## config.mk

```make
export PLATFORM = sky130hd
export DESIGN_NAME = maxpool_depth_scheduler
export DESIGN_NICKNAME = d
export VERILOG_FILES = /design/src/rtl/maxpool_depth_scheduler.sv
export SDC_FILE = /design/constraint.sdc
export NUM_CORES = 1
export LEC_CHECK = 0
export ABC_CLOCK_PERIOD_IN_PS = 1600
export CAP_MARGIN = 20
export CORE_ASPECT_RATIO = 0.6
export CORE_MARGIN = 2
export CORE_UTILIZATION = 45
export DETAILED_ROUTE_END_ITERATION = 16
export GPL_TIMING_DRIVEN = 0
export PLACE_DENSITY = 0.68
export SYNTH_ARGS = -nofsm -noshare
export SYNTH_HDL_FRONTEND = slang
export SYNTH_SLANG_ARGS = --single-unit
```

## constraint.sdc

```tcl
create_clock -name clk -period 1.6 [get_ports clk]
set_input_delay 0.32 -clock clk [delete_from_list [all_inputs] [get_ports clk]]
set_output_delay 0.32 -clock clk [all_outputs]
set_load 0.005 [all_outputs]
```

## src/rtl/maxpool_depth_scheduler.sv

```systemverilog
// maxpool_depth_scheduler: runs one shared max-pool datapath over each depth channel in turn,
// storing each slice result and reporting done or a pool_done timeout.
module maxpool_depth_scheduler #(
  parameter int D       = 6,
  parameter int CNT_W   = 3,
  parameter int TIMEOUT = 16,
  parameter int TMR_W   = 8
) (
  input  logic             clk,
  input  logic             reset,
  input  logic             start,
  input  logic             abort,
  input  logic [CNT_W-1:0] depth_cfg,
  output logic             busy,
  output logic             done,
  output logic             err_timeout,
  output logic [CNT_W-1:0] slice_idx,
  output logic             pool_start,
  input  logic             pool_done,
  output logic             wr_en
);
  typedef enum logic [2:0] {IDLE, ISSUE, WAIT, STORE, DONE} state_t;
  localparam logic [CNT_W-1:0] D_N    = CNT_W'(D);
  localparam logic [TMR_W-1:0] TMR_LAST = TMR_W'(TIMEOUT - 1);
  state_t state_q, state_d;
  logic [TMR_W-1:0] timer_q, timer_d;
  logic [CNT_W-1:0] n_q, n_d, slice_q, slice_d;
  logic err_q, err_d;
  always_ff @(posedge clk or negedge reset) begin
    if (!reset) begin
      state_q <= IDLE;
      timer_q <= '0;
      n_q     <= '0;
      slice_q <= '0;
      err_q   <= 1'b0;
    end else begin
      state_q <= state_d;
      timer_q <= timer_d;
      n_q     <= n_d;
      slice_q <= slice_d;
      err_q   <= err_d;
    end
  end
  // abort overrides every transition, so an aborted run never stores, finishes or flags an error
  always_comb begin
    state_d = state_q;
    timer_d = timer_q;
    n_d     = n_q;
    slice_d = slice_q;
    err_d   = err_q;
    if (abort && state_q != IDLE) state_d = IDLE;
    else case (state_q)
      IDLE: if (start && !abort) begin
        n_d     = (depth_cfg == '0 || depth_cfg > D_N) ? D_N : depth_cfg;
        slice_d = '0;
        err_d   = 1'b0;
        state_d = ISSUE;
      end
      ISSUE: begin
        timer_d = '0;
        state_d = WAIT;
      end
      WAIT: if (pool_done) state_d = STORE;
        else if (timer_q == TMR_LAST) begin
          err_d   = 1'b1;
          state_d = DONE;
        end else timer_d = timer_q + 1'b1;
      STORE: if (slice_q == n_q - 1'b1) state_d = DONE;
        else begin
          slice_d = slice_q + 1'b1;
          state_d = ISSUE;
        end
      default: state_d = IDLE;
    endcase
  end
  assign busy        = state_q == ISSUE || state_q == WAIT || state_q == STORE;
  assign done        = state_q == DONE;
  assign pool_start  = state_q == ISSUE;
  assign wr_en       = state_q == STORE;
  assign err_timeout = err_q;
  assign slice_idx   = slice_q;
endmodule

```

==> results of run 1 <==
sequential cells by signal, indices dropped and copies added, names as in the netlist:
register     count
state_q          3
slice_idx        3
err_timeout      1
timer_q          8
n_q              3
area by class of cell:
| type | count | area (sq um) | share of cell area |
|---|---|---|---|
| Inverter | 6 | 22.52 | 0.01376 |
| Sequential cell | 18 | 451.7 | 0.2760 |
| Tap cell | 32 | 40.04 | 0.02446 |
| Buffer | 2 | 22.52 | 0.01376 |
| Timing Repair Buffer | 34 | 282.8 | 0.1728 |
| Clock buffer | 4 | 55.05 | 0.03364 |
| Multi-Input combinational cell | 92 | 762.0 | 0.4656 |
metal layers:
layer / part of all wire / track usage / up-vias / routed length [um]
met3: 0.032 / 0.05570 / 5 / 94
li1: - / - / 504 / -
met2: 0.47 / 0.3154 / 23 / 1378
met5: 0 / 0 / - / 0
met4: 0.017 / 0.05882 / 0 / 48
met1: 0.48 / 0.3020 / 513 / 1385
worst paths after layout:
path	end	slack [ps]
max reg2reg	slice_idx[2]	-170
min in group clk	err_timeout	510
min reg2reg	err_timeout	510
min	timer_q[4]	510
max	slice_idx[2]	-170
max in group asynchronous	slice_idx[0]	530
logic make-up (layout without fill, tap and decap cells):
| family | after synthesis | after routing |
|---|---|---|
| AND/OR/NAND/NOR | 53 | 54 |
| AO/OA/AOI/OAI | 26 | 26 |
| flip-flops | 18 | 18 |
| buffers and inverters | 9 | 46 |
| XOR/XNOR | 6 | 6 |
| adder cells (fa/ha/maj) | 3 | 3 |
| multiplexers | 3 | 3 |
placed cells by master, fill, tap and decap left out, types with 4 or more instances in the layout:
cell              n
nor2_1           11
dfrtp_1          17
o21ai_1           4
clkdlybuf4s50_1  10
nor3_1            4
nand2_1          11
clkbuf_8          4
inv_1             6
buf_6             4
buf_4            17
power breakdown:
part           switching, mW  total [mW]  internal [mW]
clock network          0.164       0.384          0.219
registers             0.0461       0.550          0.504
logic                  0.255       0.555          0.300
total                  0.466        1.49           1.02
repair_timing:
action,4_1_cts,5_1_grt
pin swaps,1,10
gates resized for setup,24,25
setup buffers,7,12
hold buffers,0,0
gates cloned,0,1
setup endpoints to repair,12,18
==> impl_metrics.ini, run 1 <==
[synth]
synth_area_sq_um = 1131
ys_seq_elements = 18
synth_area_leaders = dfrtp_1 (40%), nor2_1 (4.6%), nand2_1 (3.7%), ha_1 (3.3%), xor2_1 (2.3%)
postSynthAreaPerCell_sq_um = 9.585
yosysTopAreaCell = dfrtp_1
syn-num-nets = 129
synth_common_cells = dfrtp_1 (18), nor2_1 (14), nand2_1 (11)
yosys.area_share.simple = 0.2810
synth-compound-area-share = 0.1560
synth_mux_area_frac = 0.03097
synth_warnings = 0
synth_top_area_frac = 0.3982
ys_seq_area_frac = 0.3982
synthMostInstantiatedCell = dfrtp_1
ys.flop_type = dfrtp_1
synth_xor_area_frac = 0.05973
async_reset_ff_frac = 1.000
synth-edff-count = 0
syn_inst = 118
synth_top_family_by_area = simple AND/OR/NAND/NOR gates
ys_types = 48
synthAdderAreaFrac = 0.03319

[power_and_ir_drop]
p_leak_nw = 0.7741
power.density_nw_per_um2 = 909.5
ir_worst_vdd_mv = 0.5474
power_mw = 1.488

[drt]
drc = 0
dr.pass1.iters = 4
finalWirelength_mm = 2.907
vias_per_cell = 5.559
vias = 1045
wl_per_cell_um = 15.46
drt_iter0_markers = 47
postRouteAntennaNets = 0

[final_layout]
final_area_sq_um = 1637
n_fill_cell = 195
drive_gt1_frac = 0.3654
final_util = 0.6673
fin_nets = 168
syn2layout_area_growth_pct = 44.69
stdcell_count = 188
antenna_cells = 0

[setup_path]
crit_cells = 6
crit_family = simple AND/OR/NAND/NOR gates
critPathBufInv = 1
crit_slowest_cell = or4_4
cp_cell_sequence = inv_1, ha_2, xor3_1, or4_4, nand3_2, mux2i_1
end_kind = flop
timing.rr.start = n_q[0]
crit_start = n_q[0]
crit_path_start_kind = flop
worstPathRequired_ps = 1790
r2r_cells = 6
cp_data_arrival_time_ps = 1960
critPathKind = flop to flop
max_stage_delay_ps = 550
critPathMaxFanout = 3

[clocking]
htree_levels = 1
cts_buffer_depth = 2
cts_root_buffer = clkbuf_8
cts_buffers = 3
cts_tree = yes
clk_latency_ps = 260
cts.sinks = 18
clkTransAtPathRegs_ps = 70

[timing]
relSlewSlack = 0.4643
hold_violations = 0
worstMarginPinSlew_ps = 801.0
max_freq_ghz = 0.5639
skew_ps = 5.701
setup_viol = 5
post-route-period-util = 1.108
fin_setup_tns_ps = -544.0
drv_slew = 0
setup_slack_ps = -173.4
rsz0062_at_grt = true
holdWs_ps = 509.6
fin_crit_ps = 1773

[floorplanning]
ios = 16
core-area_sq_um = 2452
die_y_um = 42.84
die_area_sq_um = 2944
row_count = 14
die_x_um = 68.73
start_util = 0.4612

[global_route]
grt_antenna_before_repair = 0
grt.total_usage = 0.2116
grt_max_degree = 19
grt_pass1_wl_mm = 4.450
grt_overflow_total = 0
first_global_vias = 951

[placed_design]
port_buffers = 15
dpl_cell_area_sq_um = 1321
post-place-ws_ps = -360.6
dp_cells = 165
gp_congestion = 0.8642
dpl.hpwl_mm = 1.803

[job]
maxCapViolCount = 0

[min_path]
hp-class = input pin to async pin

[status]
violations = setup timing
status = finished, violations left
No activity file was read; power rests on OpenSTA's default activity.
==> run 2: changes to the inputs <==
--- a/config.mk
+++ b/config.mk
@@ -10,6 +10,7 @@
 export CORE_ASPECT_RATIO = 0.6
 export CORE_MARGIN = 2
 export CORE_UTILIZATION = 45
+export CTS_CLUSTER_DIAMETER = 60
 export DETAILED_ROUTE_END_ITERATION = 16
 export GPL_TIMING_DRIVEN = 0
 export PLACE_DENSITY = 0.68
==> results of run 2 <==
Same layout as run 1: the final DEF is identical, and so are final timing and power.
==> run 3: changes to the inputs <==
--- a/config.mk
+++ b/config.mk
@@ -6,7 +6,6 @@
 export NUM_CORES = 1
 export LEC_CHECK = 0
 export ABC_CLOCK_PERIOD_IN_PS = 1600
-export CAP_MARGIN = 20
 export CORE_ASPECT_RATIO = 0.6
 export CORE_MARGIN = 2
 export CORE_UTILIZATION = 45
==> results of run 3 <==
Same layout as run 1: the final DEF is identical, and so are final timing and power.
